## src/rtl/digit_scan.sv

```systemverilog
// digit_scan: time-multiplexed scanner for a multi-digit 7-segment display.
// It latches a packed hex value and steps through the digits one slot at a
// time. Each slot begins with a dark guard interval and then lights the digit.
// A new value reaches the display only at a frame boundary.
// Optional feature: define DIGIT_SCAN_LZB_EN for leading-zero blanking.
module digit_scan #(
    parameter int NDIGITS = 4,
    parameter int DIV     = 50000,
    parameter int GUARD   = 500
) (
    input  logic                   clk,
    input  logic                   reset,
    input  logic                   load,
    input  logic [4*NDIGITS-1:0]   value,
    output logic [3:0]             num,
    output logic [NDIGITS-1:0]     digit,
    output logic                   frame_done
);

    localparam int CW = $clog2(DIV);
    localparam int IW = $clog2(NDIGITS);

    typedef enum logic {
        S_GUARD,
        S_SHOW
    } state_t;

    state_t               state, state_n;
    logic [IW-1:0]        idx, idx_n;
    logic [CW-1:0]        cnt, cnt_n;
    logic [4*NDIGITS-1:0] pending, pending_n;
    logic [4*NDIGITS-1:0] shadow, shadow_n;
    logic [3:0]           num_n;
    logic [NDIGITS-1:0]   digit_n;
    logic                 frame_done_n;
    logic                 slot_end;
    logic                 wrap;
`ifdef DIGIT_SCAN_LZB_EN
    logic                 upper_zero;
`endif

    // Next-state logic. The outputs are computed from the next-state values,
    // so the output registers always agree with the state registers.
    always_comb begin
        state_n   = state;
        idx_n     = idx;
        cnt_n     = cnt + 1'b1;
        pending_n = load ? value : pending;
        shadow_n  = shadow;

        slot_end  = (state == S_SHOW) && (cnt == CW'(DIV - 1));
        wrap      = slot_end && (idx == IW'(NDIGITS - 1));

        case (state)
            S_GUARD: begin
                if (cnt == CW'(GUARD - 1)) begin
                    state_n = S_SHOW;
                end
            end
            S_SHOW: begin
                if (slot_end) begin
                    state_n = S_GUARD;
                    cnt_n   = '0;
                    idx_n   = wrap ? '0 : idx + 1'b1;
                end
            end
            default: state_n = S_GUARD;
        endcase

        // A load in the wrap cycle itself bypasses pending to avoid a lost frame.
        if (wrap) begin
            shadow_n = load ? value : pending;
        end

        frame_done_n = (state_n == S_SHOW) && (idx_n == IW'(NDIGITS - 1)) &&
                       (cnt_n == CW'(DIV - 1));
        num_n        = shadow_n[4*idx_n +: 4];
        digit_n      = (state_n == S_SHOW) ? (NDIGITS'(1) << idx_n) : '0;

`ifdef DIGIT_SCAN_LZB_EN
        upper_zero = 1'b1;
        for (int unsigned i = 0; i < NDIGITS; i++) begin
            if ((i >= 32'(idx_n)) && (shadow_n[4*i +: 4] != 4'h0)) begin
                upper_zero = 1'b0;
            end
        end
        if (upper_zero && (idx_n != '0)) begin
            digit_n = '0;
        end
`endif
    end

    // State, data and output registers; reset blanks the display at once.
    always_ff @(posedge clk or posedge reset) begin
        if (reset) begin
            state      <= S_GUARD;
            idx        <= '0;
            cnt        <= '0;
            pending    <= '0;
            shadow     <= '0;
            num        <= '0;
            digit      <= '0;
            frame_done <= 1'b0;
        end else begin
            state      <= state_n;
            idx        <= idx_n;
            cnt        <= cnt_n;
            pending    <= pending_n;
            shadow     <= shadow_n;
            num        <= num_n;
            digit      <= digit_n;
            frame_done <= frame_done_n;
        end
    end

endmodule
```

## config.mk

```make
export PLATFORM = sky130hd
export DESIGN_NAME = digit_scan
export DESIGN_NICKNAME = d
export VERILOG_FILES = /design/src/rtl/digit_scan.sv
export SDC_FILE = /design/constraint.sdc
export NUM_CORES = 1
export LEC_CHECK = 0
export BUFFER_PORTS_ARGS = -buffer_cell sky130_fd_sc_hd__clkbuf_2
export CAP_MARGIN = 20
export CORE_ASPECT_RATIO = 0.8
export CORE_MARGIN = 2
export CORE_UTILIZATION = 50
export DETAILED_ROUTE_END_ITERATION = 7
export PLACE_DENSITY_LB_ADDON = 0.2
export SLEW_MARGIN = 30
export SYNTH_ARGS = -nofsm -noshare
export SYNTH_HDL_FRONTEND = slang
export SYNTH_SLANG_ARGS = --single-unit
```

## constraint.sdc

```tcl
create_clock -name clk -period 3.3 [get_ports clk]
set_input_delay 0.825 -clock clk [delete_from_list [all_inputs] [get_ports clk]]
set_output_delay 0.825 -clock clk [all_outputs]
set_load 0.005 [all_outputs]
```

* After elaboration in Yosys (flattened, before gate mapping)
Cells that the tools add are included.
** Storage, ports and cells
- Bits of input ports :: 19
- Output and inout port bits :: 9
- Word-level logic and storage cells :: 33
- Flip-flop bits (word level) :: 60
** Cells by class
- Shift operators :: 2
- Bitwise logic cells :: 1
- Reductions and logical operators :: 4
- Add/subtract/negate cells :: 2
- Multiplexer cells :: 11
- Equal/unequal tests :: 5
** Operators with widths (count)
- $mux W16 :: 4
- $eq A16 B16 Y1 const B :: 2
- $add A16 B1 Y16 const B :: 1
- $eq A16 B9 Y1 const B :: 1
- $shiftx A16 B5 Y4 :: 1
- $mux W2 :: 3
- $eq A2 B2 Y1 const B :: 2
- $logic_and A1 B1 Y1 :: 4
- $mux W4 :: 1
- $shl A1 B2 Y4 const A :: 1
- $add A2 B1 Y2 const B :: 1
- $mux W1 :: 2
- $pmux W1 S2 :: 1
- $not A1 Y1 :: 1

* Logic depth before layout (Yosys ltp)
Gate-level depths: netlist of the first run.
- Depth after elaboration :: 9
- Depth in mapped cells :: 8
- Gate-level depth less buffers :: 7

* Least setup slack after synthesis of the first run
No wires, ideal clock.
- Kind :: reg-to-reg
- Start :: reg cnt[10]
- End :: reg num[1]
- Data required time :: 3155 ps
- Cell stages (with the launch flop) :: 8
- Library setup time :: 145 ps
- Arrival :: 2447 ps
- Path buffers :: 1
- Period minus slack after synthesis :: 2592 ps
- Path slack :: 708 ps
- Cells stage by stage :: dfrtp_1 -> or4_4 -> nor4_4 -> buf_4 -> mux2i_1 -> clkinv_2 -> mux2i_1 -> mux2i_1
** On the way
- Longest elaborated chain between the ends :: 7
- Elaborated cells on any way between the ends :: 8
- Those cells by class :: eq/ne (1); shift (1); mux (4); reduce/logical (2)
** RTL lines
- start, declared :: line 30 : logic [CW-1:0] cnt, cnt_n;
- start signal, assigned :: line 107 : cnt <= cnt_n;
- $eq A16 B16 Y1 (*) :: line 51 : slot_end = (state == S_SHOW) && (cnt == CW'(DIV - 1));
- $logic_and A1 B1 Y1 (*) :: line 51
- $logic_and A1 B1 Y1 :: line 52 : wrap = slot_end && (idx == IW'(NDIGITS - 1));
- $mux W2 :: line 64 : idx_n = wrap ? '0 : idx + 1'b1;
- $mux W2 (*) :: line 61 : if (slot_end) begin
- $mux W2 (*) :: line 54 : case (state)
- net idx_n[1] :: line 29 : logic [IW-1:0] idx, idx_n;
- $shiftx A16 B5 Y4 (*) :: line 77 : num_n = shadow_n[4*idx_n +: 4];
- net num_n[1] :: line 33 : logic [3:0] num_n;
- end signal, assigned :: line 110 : num <= num_n;
- end, declared :: line 15 : output logic [3:0] num,
Mark *: on every way through the listed nets, which the timed path passes. The rest lies on a longest branch.

* Final worst setup path of the first run
- Start :: reg cnt[10]
- End :: reg frame_done
** On the way
- Longest elaborated chain between the ends :: 9
- Elaborated cells on any way between the ends :: 17
- Those cells by class :: add/sub (1); eq/ne (4); mux (8); reduce/logical (4)
** RTL lines
- branches (longest 8 deep; another with $add A16 B1 Y16)
- $logic_and A1 B1 Y1 (*) :: line 75 : frame_done_n = (state_n == S_SHOW) && (idx_n == IW'(NDIGITS - 1)) &&
- net frame_done_n :: line 35 : logic frame_done_n;
- end signal, assigned :: line 112 : frame_done <= frame_done_n;
- end, declared :: line 17 : output logic frame_done
Mark *: on every way through the listed nets, which the timed path passes.

==> results of run 1 <==
[layout make-up]
cell class,instances,area (µm²),area share
Multi-Input combinational cell,129,1070,0.344
Clock inverter,5,108,0.0347
Inverter,6,23.8,0.00766
Tap cell,62,77.6,0.0250
Sequential cell,60,1500,0.484
Clock buffer,11,151,0.0488
Timing Repair Buffer,32,173,0.0557
[layer usage]
metal | track usage | vias to the layer above | share of wire
met5 | 0 | - | 0
met4 | 0.0615 | 0 | 0.0080
met3 | 0.0893 | 4 | 0.056
met2 | 0.263 | 34 | 0.43
met1 | 0.244 | 807 | 0.51
li1 | - | 794 | -
[through the flow]
stage                     instances  hold slack, ps  area, µm²
final                           305             488       3100
after global routing            305             507       3100
after CTS                       305             489       3100
after detailed placement        289             477       2840
after global placement          289             472       2840
after floorplan                 201             460       2620
[registers in the layout, indices dropped and copies added, names as in the netlist]
signal      cells
pending        16
idx             2
num             4
cnt            16
digit           4
frame_done      1
shadow         16
state           1
[cells in the mapped netlist (2+ instances only)]
cell type | count | area, µm²
a31oi_1 | 2 | 12.5
and3_1 | 2 | 12.5
clkbuf_1 | 4 | 15.0
dfrtp_1 | 60 | 1500
ha_1 | 2 | 25.0
inv_1 | 5 | 18.8
mux2_1 | 4 | 45.0
mux2_2 | 28 | 315
mux2i_1 | 14 | 140
nand2_1 | 4 | 15.0
nand2_2 | 2 | 12.5
nand3_1 | 8 | 40.0
nand4_1 | 4 | 25.0
nor2_1 | 13 | 48.8
nor3_1 | 5 | 25.0
nor3b_1 | 2 | 15.0
nor4_1 | 3 | 18.8
o21ai_0 | 4 | 20.0
xnor2_1 | 9 | 78.8
xor2_1 | 6 | 52.6
[cells by family after synthesis]
logic type | Yosys count | share of synthesized area
DFF | 60 | 0.573
and+or+nand+nor | 57 | 0.136
muxes | 46 | 0.191
xor gates and xnor gates | 15 | 0.0501
buffers and inverters | 12 | 0.0196
AOI/OAI and AO/OA | 9 | 0.0205
adders and majority gates | 2 | 0.00955
[path summary, 6_finish.rpt]
check                           from         end  slack [ps]  cells past startpoint
min in group clk           shadow[4]   shadow[4]         490                      1
min reg2reg                shadow[4]   shadow[4]         490                      1
min                            reset     cnt[13]         490                      3
max                          cnt[10]  frame_done         790                      6
max in group asynchronous      reset      idx[0]        2350                      3
max reg2reg                  cnt[10]  frame_done         790                      6
[tightest hold or removal path, delay by kind of cell]
family | cells | cell delay [ps]
buf+inv | 3 | 380
[power by group through the flow]
| stage | registers, W | logic, W | clock network, W |
|---|---|---|---|
| global placement | 0.000787 | 0.0000776 | 0 |
| floorplan | 0.000786 | 0.0000518 | 0 |
| CTS | 0.000775 | 0.0000795 | 0.000854 |
| finish | 0.000774 | 0.0000772 | 0.000833 |
| global route | 0.000777 | 0.0000882 | 0.000886 |
| detailed placement | 0.000789 | 0.0000785 | 0 |
[placed cells by master (no fill, tap or decap), types with 5 or more instances in the layout]
master,instances
nor3_1,5
xnor2_1,9
nor2_1,13
mux2i_1,14
dfrtp_1,60
nand3_1,8
buf_4,5
mux2_2,28
clkbuf_2,27
clkbuf_8,11
xor2_1,6
==> impl_metrics.py, run 1 <==
metrics = {
    "floorplanning": {
        "rows": 23,
        "core_area_mm2": 0.00504,
        "die_w_um": 84.9,
        "ioPinCount": 28,
        "die-area_mm2": 0.00584,
        "initial_core_util": 0.520,
        "die_y_um": 68.7,
    },
    "placed_design": {
        "dpl.hpwl_mm": 3.19,
        "dp_slack_ps": 821,
        "gp_congestion": 0.777,
        "io_buffer_count": 27,
    },
    "critical_path": {
        "slowest_delay_ps": 600,
        "cp_max_fo": 7,
        "cp_cell_sequence": "or4_4, nor4_2, a21oi_1, or4b_1, nor4_1, and3_1",
        "path_buf_inv": 0,
        "worstSetupPathType": "flip-flop to flip-flop",
        "crit_path_start_kind": "flip-flop",
        "worst_setup_path_end_kind": "flip-flop",
        "arrival_ps": 2780,
        "cp_slowest_cell": "or4_4",
        "crit_required_ps": 3570,
        "cpLargestDelayFamily": "simple AND/OR/NAND/NOR gates",
    },
    "clock_network": {
        "cts_setup_buffers": 0,
        "clock_latency_ps": 340,
        "cts-resized-gates": 0,
        "ctsLongestPathBuffers": 2,
        "cts_made_buffers": 9,
        "cts_sinks": 60,
        "cts_tree": "done",
        "cts_hold_buf": 0,
        "path_clk_slew_ps": 70,
        "cts_root_buf": "clkbuf_8",
        "htree_levels": 3,
    },
    "timing": {
        "slew_viol_final": 0,
        "timing.final.crit_period_ps": 2510,
        "skew_ps": 11.3,
        "fin_setup_tns_ps": 0,
        "fin_crit_sh": 0.759,
        "hold_viol": 0,
        "finalSetupViolations": 0,
        "fmax_mhz": 399,
        "relSlewSlack": 0.566,
        "post-route-worst-setup-slack_ps": 794,
        "rsz0062_at_grt": "false",
        "tightest_slew_ps": 646,
    },
    "logic_synthesis": {
        "ys_seq_area_frac": 0.573,
        "synth_cell_types": 40,
        "synth_fp_nets": 222,
        "synth-async-reset-ratio": 1.00,
        "synth_seq_cells": 60,
        "ys_warn_count": 0,
        "synth_cells": 201,
        "yosys_most_used_dff": "dfrtp_1",
        "syn_avg_cell_area_um2": 13.0,
        "synth_edf_count": 0,
        "syn_area_mm2": 0.00262,
    },
    "pwr": {
        "internal-power_w": 0.00135,
        "p_seq_frac": 0.460,
        "leakage_nw": 1.49,
        "p_comb_frac": 0.046,
        "cellPowerDensity_mw_per_mm2": 543,
        "ir_worst_vdd_mv": 0.401,
        "pwr-share-clk": 0.494,
        "netSwitchingFraction": 0.198,
        "power.total_w": 0.00168,
        "switchingPower_w": 0.000334,
    },
    "cells_and_area": {
        "fillers": 397,
        "drive_above_1_share": 0.358,
        "utilization": 0.616,
        "finalNetCount": 259,
        "area.growth.synth_to_final_pct": 18.4,
        "diodes": 0,
    },
    "route": {
        "routedWlPerCell_um": 15.2,
        "firstDrtPassIters": 4,
        "drc_errors": 0,
        "routed_wl_mm": 4.63,
        "vias": 1639,
        "dr.first_iter.drc_count": 101,
        "ant_nets": 0,
        "vias_per_cell": 5.37,
    },
    "global_route": {
        "grt_max_degree": 41,
        "overflow": 0,
        "grt_pass1_wl_mm": 7.85,
        "grt_usage": 0.183,
        "grt_pass1_vias": 1645,
        "antenna_found_initial": 0,
    },
    "run_status": {
        "status": "finished, final reports clean",
    },
    "job": {
        "drv_cap": 0,
    },
    "min_path": {
        "hp-class": "primary input to async pin",
    },
}
(Power assumes the default switching activity.)
==> inputs of run 2 (changes only) <==
==> constraint.sdc (replaced) <==
create_clock -name clk -period 2.44 [get_ports clk]
set_input_delay 0.61 -clock clk [delete_from_list [all_inputs] [get_ports clk]]
set_output_delay 0.61 -clock clk [all_outputs]
set_load 0.005 [all_outputs]
==> run 2 against run 1 <==
Against the previous run:
- setup slack worse by 760 ps
- first-iteration DRC count fell by 27%
- register-to-register slack worse by 760 ps
- clock skew down 5.6 ps
- combinational power is 35% higher
- global-route usage grew 0.53 points
==> impl_metrics.py, run 2 (same netlist as run 1, synthesis figures left out) <==
metrics = {
    "global_route": {
        "overflow": 0,
        "grt_pass1_wl_mm": 8.13,
        "grt_pass1_vias": 1663,
        "antenna_found_initial": 0,
        "grt_max_degree": 61,
        "grt_usage": 0.188,
    },
    "placed_design": {
        "gp_congestion": 0.766,
        "dp.cells": 299,
        "dpl.hpwl_mm": 3.30,
        "io_buffer_count": 27,
        "dp_slack_ps": 56.6,
    },
    "floorplanning": {
        "rows": 23,
        "die_y_um": 68.7,
        "die_w_um": 84.9,
        "die-area_mm2": 0.00584,
        "initial_core_util": 0.520,
        "ioPinCount": 28,
        "core_area_mm2": 0.00504,
    },
    "critical_path": {
        "path_buf_inv": 0,
        "cp_cell_sequence": "ha_4, xor2_1, or4bb_1, or4b_1, nor4_2, and3_1",
        "crit_path_start_kind": "flip-flop",
        "path_depth": 6,
        "cpLargestDelayFamily": "simple AND/OR/NAND/NOR gates",
        "worstSetupPathType": "flip-flop to flip-flop",
        "cp_slowest_cell": "or4bb_1",
        "worst_setup_path_end_kind": "flip-flop",
        "slowest_delay_ps": 520,
        "r2r_cells": 6,
        "cp_max_fo": 5,
        "arrival_ps": 2680,
        "crit_required_ps": 2710,
    },
    "run_status": {
        "status": "finished, final reports clean",
    },
    "clock_network": {
        "ctsLongestPathBuffers": 2,
        "cts_tree": "done",
        "cts_hold_buf": 0,
        "htree_levels": 3,
        "cts_root_buf": "clkbuf_8",
        "cts_made_buffers": 9,
        "clock_latency_ps": 340,
        "cts_sinks": 60,
        "path_clk_slew_ps": 60,
    },
    "route": {
        "firstDrtPassIters": 4,
        "vias": 1710,
        "routed_wl_mm": 4.90,
        "routedWlPerCell_um": 15.6,
        "dr.first_iter.drc_count": 74,
        "drc_errors": 0,
        "ant_nets": 0,
        "vias_per_cell": 5.43,
    },
    "timing": {
        "finalSetupViolations": 0,
        "tightest_slew_ps": 435,
        "fmax_mhz": 415,
        "fin_crit_sh": 0.988,
        "slew_viol_final": 0,
        "skew_ps": 5.70,
        "post-route-worst-setup-slack_ps": 29.6,
        "hold_viol": 0,
        "timing.final.crit_period_ps": 2410,
        "relSlewSlack": 0.710,
    },
    "pwr": {
        "switchingPower_w": 0.000437,
        "pwr-share-clk": 0.428,
        "netSwitchingFraction": 0.217,
        "p_seq_frac": 0.520,
        "cellPowerDensity_mw_per_mm2": 636,
        "leakage_nw": 1.52,
        "internal-power_w": 0.00158,
        "p_comb_frac": 0.052,
        "ir_worst_vdd_mv": 0.492,
    },
    "cells_and_area": {
        "reg_top3": "cnt (16), pending (16), shadow (16)",
        "final_common_cell": "dfrtp_1",
        "drive_above_1_share": 0.399,
        "fin_cells": 315,
        "finalNetCount": 270,
        "area.growth.synth_to_final_pct": 21.0,
        "final_cell_mix": "dfrtp_1, mux2_2, clkbuf_2, buf_4",
        "diodes": 0,
    },
    "job": {
        "drv_cap": 0,
    },
    "min_path": {
        "hp-class": "primary input to async pin",
    },
}
==> run 2: cell count changes in the layout (fill, tap and decap cells not counted), sizes merged <==
| cell | change |
|---|---|
| clkbuf | -1 |
| buf | +11 |
| clkinvlp | +1 |
| clkinv | +1 |
| bufinv | -2 |
==> run 2: worst paths after layout <==
| path | startpoint | endpoint | slack (ps) |
|---|---|---|---|
| max in group asynchronous | reset | cnt[9] | 1870 |
| worst min-delay path | reset | pending[5] | 300 |
| worst max-delay path | cnt[0] | frame_done | 30 |
| min in group clk | shadow[9] | shadow[9] | 490 |
| worst min register to register | shadow[9] | shadow[9] | 490 |
| worst max register to register | cnt[0] | frame_done | 30 |
==> run 2: through the flow <==
stage,utilization,power [W],hold slack [ps],setup TNS [ps],area (µm²)
3_3_place_gp,0.584,0.00117,477,0,2940
2_1_floorplan,-,0.00113,460,0,2630
3_5_place_dp,0.584,0.00117,483,0,2940
5_1_grt,0.629,0.00211,325,-52.6,3170
4_1_cts,0.622,0.00204,308,0,3130
6_report,0.629,0.00201,298,0,3170
==> run 2: layout make-up <==
type | instances | area, µm²
fillers | 403 | 1870
flip-flops and latches | 60 | 1500
multi-input cells | 129 | 1110
repair buffers | 43 | 268
clock buffers | 10 | 138
well taps | 62 | 77.6
clock inverters | 5 | 52.6
inverters | 6 | 23.8
==> run 2: worst min-delay path, stage by stage <==
cell and delay [ps]:
clkbuf_2 80, inv_2 60, buf_12 270
==> run 2: power groups by stage <==
stage               logic (W)  registers [W]  clock network, W
global route         0.000118        0.00105          0.000937
floorplan           0.0000700        0.00106                 0
detailed placement   0.000107        0.00107                 0
finish               0.000104        0.00105          0.000862
CTS                  0.000107        0.00105          0.000889
global placement     0.000106        0.00106                 0
==> run 2: repair_timing <==
item	4_1_cts	5_1_grt
setup endpoints to repair	0	2
hold endpoints to repair	0	0
gates resized for setup	0	5
setup buffers	0	1
==> run 2: metal layers <==
layer	up-vias	GRT usage	wire, µm
met1	853	0.259	2410
met3	4	0.0726	266
li1	807	-	-
met5	-	0	0
met2	46	0.276	2200
met4	0	0.0635	25
==> inputs of run 3 (changes only) <==
--- a/config.mk
+++ b/config.mk
@@ -7,9 +7,11 @@
 export LEC_CHECK = 0
 export BUFFER_PORTS_ARGS = -buffer_cell sky130_fd_sc_hd__clkbuf_2
 export CAP_MARGIN = 20
+export CELL_PAD_IN_SITES_DETAIL_PLACEMENT = 0
+export CELL_PAD_IN_SITES_GLOBAL_PLACEMENT = 2
 export CORE_ASPECT_RATIO = 0.8
 export CORE_MARGIN = 2
-export CORE_UTILIZATION = 50
+export CORE_UTILIZATION = 40
 export DETAILED_ROUTE_END_ITERATION = 7
 export PLACE_DENSITY_LB_ADDON = 0.2
 export SLEW_MARGIN = 30
==> run 3 against run 2 <==
Against the previous run:
- the flow now finishes with violations (negative setup slack)
- largest power group unchanged
- sequential power is essentially flat
- register-to-register slack lost 30 ps
- setup slack got worse by 33 ps
- clock power grew 13%
- cell area rose by 1.5%
- global-route usage decreased by 2.8 points
- worst hold slack improved by 22 ps
- routed wire length increased by 4.4%
- clock skew grew 2.9 ps
- combinational power barely moved
==> impl_metrics.py, run 3 (same netlist as run 1, synthesis figures left out) <==
metrics = {
    "global_route": {
        "antenna_found_initial": 0,
        "overflow": 0,
        "grt_usage": 0.160,
        "grt_max_degree": 36,
        "grt_pass1_vias": 1754,
        "grt_pass1_wl_mm": 8.71,
    },
    "clock_network": {
        "path_clk_slew_ps": 70,
        "ctsLongestPathBuffers": 2,
        "cts_tree": "done",
        "cts_root_buf": "clkbuf_8",
        "htree_levels": 3,
        "clock_latency_ps": 340,
        "cts_sinks": 60,
        "cts_made_buffers": 9,
    },
    "job": {
        "drv_cap": 0,
    },
    "timing": {
        "hold_viol": 0,
        "tightest_slew_ps": 592,
        "finalSetupViolations": 1,
        "timing.final.crit_period_ps": 2440,
        "slew_viol_final": 0,
        "fmax_mhz": 409,
        "post-route-worst-setup-slack_ps": -3.03,
        "skew_ps": 8.61,
        "fin_crit_sh": 1.00,
        "relSlewSlack": 0.604,
    },
    "cells_and_area": {
        "final_common_cell": "dfrtp_1",
        "diodes": 0,
        "design_area_mm2": 0.00322,
        "utilization": 0.505,
        "drive_above_1_share": 0.395,
        "area.growth.synth_to_final_pct": 22.8,
        "finalNetCount": 269,
        "final_cell_mix": "dfrtp_1, mux2_2, clkbuf_2",
        "fillers": 588,
        "reg_top3": "cnt (16), pending (16), shadow (16)",
    },
    "critical_path": {
        "r2r_cells": 6,
        "cp_slowest_cell": "or4b_4",
        "cp_max_fo": 5,
        "worstSetupPathType": "flip-flop to flip-flop",
        "crit_required_ps": 2720,
        "cp_cell_sequence": "ha_2, xor2_1, or4bb_1, or4b_4, nor4_4, and3_1",
        "worst_setup_path_end_kind": "flip-flop",
        "r2r_slack_ps": -3,
        "regToRegEndpoint": "frame_done",
        "slowest_delay_ps": 540,
        "r2r-start": "cnt[0]",
        "arrival_ps": 2720,
        "crit_path_start_kind": "flip-flop",
    },
    "pwr": {
        "ir_worst_vdd_mv": 0.529,
        "leakage_nw": 1.54,
        "cellPowerDensity_mw_per_mm2": 660,
    },
    "floorplanning": {
        "core_area_mm2": 0.00638,
        "die-area_mm2": 0.00722,
        "die_w_um": 94.5,
        "rows": 26,
        "initial_core_util": 0.411,
        "die_y_um": 76.4,
        "ioPinCount": 28,
    },
    "route": {
        "drc_errors": 0,
        "vias": 1669,
        "vias_per_cell": 4.95,
        "dr.first_iter.drc_count": 63,
        "routed_wl_mm": 5.12,
        "ant_nets": 0,
        "routedWlPerCell_um": 15.2,
        "firstDrtPassIters": 4,
    },
    "run_status": {
        "failed_checks": "negative setup slack",
        "status": "finished, violations left",
    },
    "min_path": {
        "hp-class": "primary input to async pin",
    },
    "placed_design": {
        "dp_slack_ps": 89.4,
        "io_buffer_count": 27,
        "gp_congestion": 0.789,
        "place_area_mm2": 0.00296,
        "dpl.hpwl_mm": 3.56,
    },
}
==> run 3: worst max-delay path: cells and delay by family (launching register included) <==
family,cells,cell delay [ps]
xor+xnor,1,240
simple gates,4,1470
fa+ha+maj,1,260
flops,1,420
==> run 3: where the power goes <==
| group | switching [W] | internal [W] |
|---|---|---|
| Sequential | 0.0000108 | 0.00104 |
| Clock | 0.000395 | 0.000575 |
| Combinational | 0.0000532 | 0.0000526 |
| Total | 0.000459 | 0.00166 |
==> run 3: metal layers <==
metal	GRT usage	wire length, µm
met5	0	0
met4	0.0565	44
met3	0.0673	274
met2	0.208	2200
met1	0.237	2600
==> run 3: through the flow <==
step / hold WS [ps] / std cells / setup TNS [ps] / power, W
floorplan: 460 / 201 / 0 / 0.00113
global placement: 474 / 319 / 0 / 0.00117
detailed placement: 481 / 319 / 0 / 0.00118
CTS: 323 / 335 / 0 / 0.00217
global route: 358 / 337 / -40.2 / 0.00222
finish: 319 / 337 / -3.03 / 0.00212
==> run 3: area by class of cell <==
type                    count  area, µm²  area share
well taps                  84        105      0.0327
repair buffers             42        264      0.0821
clock buffers              10        128      0.0397
multi-input cells         129       1110       0.344
inverters                   6       23.8     0.00739
clock inverters             6       88.8      0.0276
flip-flops and latches     60       1500       0.467
==> run 3: worst max-delay path by stage <==
stage               startpoint         end  slack [ps]
floorplan              cnt[10]    digit[0]          60
global placement        cnt[0]  frame_done         140
detailed placement      cnt[0]  frame_done          90
CTS                     cnt[0]  frame_done          40
global route            cnt[0]  frame_done         -40
finish                  cnt[0]  frame_done          -3
==> run 3: timing repair <==
| item | CTS | global route |
|---|---|---|
| buffers inserted | 0 | 2 |
| gates resized for setup | 0 | 6 |
| setup endpoints to repair | 0 | 5 |
| hold buffers | 0 | 0 |
